--- src/rtl/icetap_jtag_pkg.sv ---
// Shared TAP state encodings, opcodes and next-state helper for the icetap JTAG TAP.
package icetap_jtag_pkg;

  localparam int unsigned IR_BITS      = 4;
  localparam logic [31:0] IDCODE_VALUE = 32'h1CE7_A001;

  localparam logic [3:0] OPC_EXTEST = 4'h0;
  localparam logic [3:0] OPC_IDCODE = 4'h1;
  localparam logic [3:0] OPC_SCAN_N = 4'h2;
  localparam logic [3:0] OPC_BYPASS = 4'hF;

  typedef enum logic [3:0] {
    TAP_EX2_DR = 4'h0,
    TAP_EX1_DR = 4'h1,
    TAP_SH_DR  = 4'h2,
    TAP_PA_DR  = 4'h3,
    TAP_SEL_IR = 4'h4,
    TAP_UPD_DR = 4'h5,
    TAP_CAP_DR = 4'h6,
    TAP_SEL_DR = 4'h7,
    TAP_EX2_IR = 4'h8,
    TAP_EX1_IR = 4'h9,
    TAP_SH_IR  = 4'hA,
    TAP_PA_IR  = 4'hB,
    TAP_RTI    = 4'hC,
    TAP_UPD_IR = 4'hD,
    TAP_CAP_IR = 4'hE,
    TAP_TLR    = 4'hF
  } tap_state_e;

  // Standard 1149.1 TMS-driven transition function.
  function automatic tap_state_e tap_next(input tap_state_e s, input logic tms);
    tap_state_e n;
    case (s)
      TAP_TLR:    n = tms ? TAP_TLR    : TAP_RTI;
      TAP_RTI:    n = tms ? TAP_SEL_DR : TAP_RTI;
      TAP_SEL_DR: n = tms ? TAP_SEL_IR : TAP_CAP_DR;
      TAP_CAP_DR: n = tms ? TAP_EX1_DR : TAP_SH_DR;
      TAP_SH_DR:  n = tms ? TAP_EX1_DR : TAP_SH_DR;
      TAP_EX1_DR: n = tms ? TAP_UPD_DR : TAP_PA_DR;
      TAP_PA_DR:  n = tms ? TAP_EX2_DR : TAP_PA_DR;
      TAP_EX2_DR: n = tms ? TAP_UPD_DR : TAP_SH_DR;
      TAP_UPD_DR: n = tms ? TAP_SEL_DR : TAP_RTI;
      TAP_SEL_IR: n = tms ? TAP_TLR    : TAP_CAP_IR;
      TAP_CAP_IR: n = tms ? TAP_EX1_IR : TAP_SH_IR;
      TAP_SH_IR:  n = tms ? TAP_EX1_IR : TAP_SH_IR;
      TAP_EX1_IR: n = tms ? TAP_UPD_IR : TAP_PA_IR;
      TAP_PA_IR:  n = tms ? TAP_EX2_IR : TAP_PA_IR;
      TAP_EX2_IR: n = tms ? TAP_UPD_IR : TAP_SH_IR;
      TAP_UPD_IR: n = tms ? TAP_SEL_DR : TAP_RTI;
      default:    n = TAP_TLR;
    endcase
    return n;
  endfunction

endpackage

--- src/rtl/icetap_tap_fsm.sv ---
// 16-state TAP controller; state decodes are registered from the next state so they never glitch.
module icetap_tap_fsm
  import icetap_jtag_pkg::*;
(
  input  logic       tck,
  input  logic       reset,
  input  logic       tms,
  output tap_state_e state,
  output logic       test_logic_reset,
  output logic       capture_dr,
  output logic       shift_dr,
  output logic       update_dr,
  output logic       shift_ir,
  output logic       tdo_oe
);

  tap_state_e state_nxt;

  assign state_nxt = tap_next(state, tms);

  always_ff @(posedge tck) begin
    if (reset) begin
      state            <= TAP_TLR;
      test_logic_reset <= 1'b1;
      capture_dr       <= 1'b0;
      shift_dr         <= 1'b0;
      update_dr        <= 1'b0;
      shift_ir         <= 1'b0;
      tdo_oe           <= 1'b0;
    end else begin
      state            <= state_nxt;
      test_logic_reset <= (state_nxt == TAP_TLR);
      capture_dr       <= (state_nxt == TAP_CAP_DR);
      shift_dr         <= (state_nxt == TAP_SH_DR);
      update_dr        <= (state_nxt == TAP_UPD_DR);
      shift_ir         <= (state_nxt == TAP_SH_IR);
      tdo_oe           <= (state_nxt == TAP_SH_DR) || (state_nxt == TAP_SH_IR);
    end
  end

endmodule

--- src/rtl/icetap_jtag_tap.sv ---
// TAP controller, instruction register, BYPASS/IDCODE data registers and TDO mux for icetap.
module icetap_jtag_tap #(
  parameter int unsigned         IR_BITS      = icetap_jtag_pkg::IR_BITS,
  parameter logic [31:0]         IDCODE_VALUE = icetap_jtag_pkg::IDCODE_VALUE,
  parameter logic [IR_BITS-1:0]  OPC_EXTEST   = IR_BITS'(icetap_jtag_pkg::OPC_EXTEST),
  parameter logic [IR_BITS-1:0]  OPC_IDCODE   = IR_BITS'(icetap_jtag_pkg::OPC_IDCODE),
  parameter logic [IR_BITS-1:0]  OPC_SCAN_N   = IR_BITS'(icetap_jtag_pkg::OPC_SCAN_N),
  parameter logic [IR_BITS-1:0]  OPC_BYPASS   = IR_BITS'(icetap_jtag_pkg::OPC_BYPASS)
) (
  input  logic tck,
  input  logic reset,
  input  logic tms,
  input  logic tdi,
  input  logic icetap_tdo,
  output logic tdo,
  output logic tdo_oe,
  output logic capture_dr,
  output logic shift_dr,
  output logic update_dr,
  output logic scan_n_ir,
  output logic extest_ir,
  output logic test_logic_reset
);

  import icetap_jtag_pkg::*;

  tap_state_e         state;
  logic               shift_ir;
  logic [IR_BITS-1:0] ir;
  logic [IR_BITS-1:0] ir_shift;
  logic               bypass_reg;
  logic [31:0]        idcode_shift;
  logic               sel_idcode;
  logic               sel_bypass;

  icetap_tap_fsm u_fsm (
    .tck              (tck),
    .reset            (reset),
    .tms              (tms),
    .state            (state),
    .test_logic_reset (test_logic_reset),
    .capture_dr       (capture_dr),
    .shift_dr         (shift_dr),
    .update_dr        (update_dr),
    .shift_ir         (shift_ir),
    .tdo_oe           (tdo_oe)
  );

  // OPC_BYPASS and every undefined opcode fall through to the bypass register.
  assign sel_idcode = (ir == OPC_IDCODE);
  assign sel_bypass = !((ir == OPC_EXTEST) || (ir == OPC_IDCODE) || (ir == OPC_SCAN_N));

  // IR and local DR chains; decoded IR flags are written together with ir.
  always_ff @(posedge tck) begin
    if (reset) begin
      ir           <= OPC_IDCODE;
      ir_shift     <= '0;
      bypass_reg   <= 1'b0;
      idcode_shift <= IDCODE_VALUE;
      scan_n_ir    <= 1'b0;
      extest_ir    <= 1'b0;
    end else begin
      case (state)
        TAP_TLR: begin
          ir        <= OPC_IDCODE;
          scan_n_ir <= (OPC_IDCODE == OPC_SCAN_N);
          extest_ir <= (OPC_IDCODE == OPC_EXTEST);
        end
        TAP_CAP_IR: ir_shift <= IR_BITS'(2'b01);
        TAP_SH_IR:  ir_shift <= {tdi, ir_shift[IR_BITS-1:1]};
        TAP_UPD_IR: begin
          ir        <= ir_shift;
          scan_n_ir <= (ir_shift == OPC_SCAN_N);
          extest_ir <= (ir_shift == OPC_EXTEST);
        end
        TAP_CAP_DR: begin
          if (sel_idcode)      idcode_shift <= IDCODE_VALUE;
          else if (sel_bypass) bypass_reg   <= 1'b0;
        end
        TAP_SH_DR: begin
          if (sel_idcode)      idcode_shift <= {tdi, idcode_shift[31:1]};
          else if (sel_bypass) bypass_reg   <= tdi;
        end
        default: ;
      endcase
    end
  end

  // Pin-level TDO mux; the icetap chains own the DR for SCAN_N and EXTEST.
  always_comb begin
    tdo = 1'b0;
    if (shift_ir) begin
      tdo = ir_shift[0];
    end else if (shift_dr) begin
      if (sel_idcode)      tdo = idcode_shift[0];
      else if (sel_bypass) tdo = bypass_reg;
      else                 tdo = icetap_tdo;
    end
  end

endmodule

--- config.mk ---
export PLATFORM = sky130hd
export DESIGN_NAME = icetap_jtag_tap
export DESIGN_NICKNAME = d
export VERILOG_FILES = /design/src/rtl/icetap_jtag_pkg.sv /design/src/rtl/icetap_tap_fsm.sv /design/src/rtl/icetap_jtag_tap.sv
export SDC_FILE = /design/constraint.sdc
export NUM_CORES = 1
export LEC_CHECK = 0
export ABC_AREA = 1
export CAP_MARGIN = 15
export CORE_MARGIN = 2
export CORE_UTILIZATION = 30
export CTS_CLUSTER_DIAMETER = 30
export DETAILED_ROUTE_END_ITERATION = 6
export RECOVER_POWER = 100
export SYNTH_ARGS = -nofsm -noshare
export SYNTH_HDL_FRONTEND = slang
export SYNTH_SLANG_ARGS = --single-unit
--- constraint.sdc ---
create_clock -name tck -period 1.85 [get_ports tck]
set_input_delay 0.185 -clock tck [delete_from_list [all_inputs] [get_ports tck]]
set_output_delay 0.185 -clock tck [all_outputs]
set_load 0.03 [all_outputs]
==> results.py <==
metrics = {
    "final_layout": {
        "postLayoutCoreUtil_pct": 35.8,
        "fin_area_mm2": 0.00243,
        "drive_gt1_share_pct": 7.56,
        "largest_reg_flops": 32,
        "top_register": "idcode_shift",
        "final_common_cell": "nand2_1",
        "areaGrowthSynthToFinish_pct": 15.3,
        "mostFrequentLayoutCells": "93 x nand2_1, 53 x dfxtp_1, 29 x a21oi_1",
        "antenna_cells": 0,
        "nNetsFinal": 295,
        "final_cells": 387,
    },
    "sta": {
        "rsz0062_at_grt": "no",
        "setup_tns_ns": 0,
        "hold_viol_final": 0,
        "worst_slew_pin_slew_ns": 0.327,
        "fmax_mhz": 595,
        "worst_clock_skew_ns": 0.00658,
        "setup_violations": 0,
        "period_share_pct": 90.8,
        "slew_headroom_pct": 78.1,
        "drv_slew": 0,
        "finalCriticalPeriod_ns": 1.68,
    },
    "synth": {
        "synth_fp_nets": 283,
        "syn_area_per_cell_um2": 7.59,
        "ys_types": 23,
        "synth-async-reset-ratio_pct": 0,
        "synth_ff_type": "dfxtp_1",
        "yosysWarnings": 0,
        "synth-edff-count": 0,
        "synth_cells": 278,
        "synthesis.area_mm2": 0.00211,
        "synth_seq_cells": 53,
        "ys_seq_area_share_pct": 50.3,
    },
    "pwr": {
        "power_frac_clock_pct": 27.0,
        "power_mw": 3.02,
        "p_leak_nw": 0.953,
        "swShare_pct": 35.5,
        "p_seq_share_pct": 44.2,
        "p_int_mw": 1.95,
        "ir_worst_vdd_mv": 0.505,
        "p_sw_mw": 1.07,
        "pwr-share-comb_pct": 28.8,
        "powerDensity_mw_per_mm2": 1240,
    },
    "route": {
        "dr_total_vias": 1717,
        "wire_per_inst_um": 10.5,
        "drt_iter0_drc": 94,
        "dr.pass1.iters": 4,
        "via_per_inst": 4.44,
        "wl_um": 4080,
        "drc": 0,
        "ant_nets": 0,
    },
    "worst_setup_path": {
        "reg2reg_to": "idcode_shift[2]",
        "r2r_cells": 8,
        "critPathMaxStageDelay_ns": 0.32,
        "worstPathCellList": "nor2_1, nand3_1, o211ai_1, o22ai_1, buf_4",
        "arrival_ns": 1.50,
        "worst-path-stages": 5,
        "path_delay_family": "simple AND/OR/NAND/NOR gates",
        "regToRegStartpoint": "u_fsm.state[1]",
        "crit_required_ns": 1.66,
        "crit_start": "ir[2]",
        "crit_buf_inv": 1,
        "end_kind": "output port",
        "critical_path_class": "reg -> out",
        "slowest_stage": "dfxtp_1",
        "start_kind": "register",
        "cp_max_fo": 3,
        "rrSetupSlack_ns": 0.28,
        "cp-endpoint": "tdo",
    },
    "clock_network": {
        "cts_buffer_depth": 2,
        "htreeDepth": 2,
        "holdBufCountCts": 0,
        "postCtsSetupBuffers": 0,
        "cts_made_buffers": 5,
        "cts_sinks": 53,
        "insertion_delay_ns": 0.30,
        "cts-root-buf": "clkbuf_8",
        "cts_tree": "yes",
        "cts_resized": 0,
        "cts.clk_slew.worst_paths_ns": 0.10,
    },
    "place": {
        "dpl.hpwl_um": 2810,
        "port_buffers": 12,
        "place_area_mm2": 0.00232,
        "dp_cells": 379,
        "routabilityCongestion": 0.892,
    },
    "global_route": {
        "globalRouteTotalUtil_pct": 11.7,
        "grt_antenna_before_repair": 0,
        "grt_pass1_wl_um": 7130,
        "grt_pass1_vias": 1507,
        "met2_usage_pct": 16.5,
        "overflow": 0,
        "grt_max_degree": 23,
        "busiest_layer": "met1",
        "use_met1_pct": 17.0,
        "gr-usage-met3_pct": 3.11,
    },
    "run": {
        "max_cap_violations": 0,
    },
    "die": {
        "die_area_mm2": 0.00772,
        "die_y_um": 87.9,
        "start_util_pct": 31.0,
        "core_area_mm2": 0.00679,
        "rows": 30,
        "die_x_um": 87.9,
        "num_io_pins": 13,
    },
    "hold_path": {
        "hp-class": "reg -> reg",
    },
    "outcome": {
        "status": "completed",
    },
}
worst min-delay path by stage:
| stage | start | end | slack [ns] | cells past startpoint |
|---|---|---|---|---|
| detailed placement | idcode_shift[10] | idcode_shift[9] | 0.45 | 2 |
| CTS | idcode_shift[13] | idcode_shift[12] | 0.47 | 2 |
| floorplan | tdi | ir_shift[3] | 0.33 | 2 |
| global route | idcode_shift[25] | idcode_shift[24] | 0.48 | 2 |
| global placement | idcode_shift[5] | idcode_shift[4] | 0.45 | 2 |
| finish | idcode_shift[6] | idcode_shift[5] | 0.47 | 2 |
synth_stat cells, types with 2 or more instances:
library cell  number  area share (%)
clkbuf_1           5            0.89
buf_2              4            0.95
o21bai_1           2            0.71
nand3_1           10             2.4
a21oi_1           28             6.6
o21ai_0            5             1.2
a21oi_2            3             1.2
dfxtp_1           53              50
nand2_1           93              17
o2111ai_1          2            0.83
o22ai_1           14             4.2
nor2_8             2             1.9
nand2_4            2             1.1
inv_2              3            0.53
nor2_1            26             4.6
inv_1             19             3.4
layer usage:
metal  wire length, um  part of all wire (%)
met2              1770                    43
met5                 0                     0
met3               151                   3.7
met1              2080                    51
met4                75                   1.8
worst reg2reg max path, delay by kind of cell (launching register included):
family | cells | cell delay [ns]
buffers and inverters | 2 | 0.32
AO/OA/AOI/OAI | 1 | 0.13
AND/OR/NAND/NOR | 5 | 0.60
flip-flops | 1 | 0.46
logic make-up (layout without fill, tap and decap cells):
family / after synthesis / after routing / share of synthesized area, %
AND/OR/NAND/NOR: 134 / 134 / 26.7
AO/OA/AOI/OAI: 56 / 56 / 15.5
flip-flops: 53 / 53 / 50.3
buffers and inverters: 35 / 48 / 7.41
final cells by class:
type                            instances  area, um2
Timing Repair Buffer                   16        148
Inverter                               24       95.1
Clock buffer                            6       82.6
Fill cell                             726       4360
Tap cell                               96        120
Sequential cell                        53       1060
Clock inverter                          2       37.5
Multi-Input combinational cell        190        888
metrics by stage:
stage          hold slack [ns]  setup WS, ns
6_report                 0.467         0.169
5_1_grt                  0.483       0.00169
4_1_cts                  0.468         0.158
3_5_place_dp             0.454         0.268
3_3_place_gp             0.448         0.300
2_1_floorplan            0.328         0.453
power by group through the flow:
stage	sequential [mW]	clock, mW	combinational (mW)
3_3_place_gp	1.37	0	0.877
3_5_place_dp	1.37	0	0.878
6_report	1.34	0.816	0.872
5_1_grt	1.35	0.888	0.985
2_1_floorplan	1.37	0	0.669
4_1_cts	1.34	0.835	0.882
Note: power is estimated with default switching activity, not from simulation.
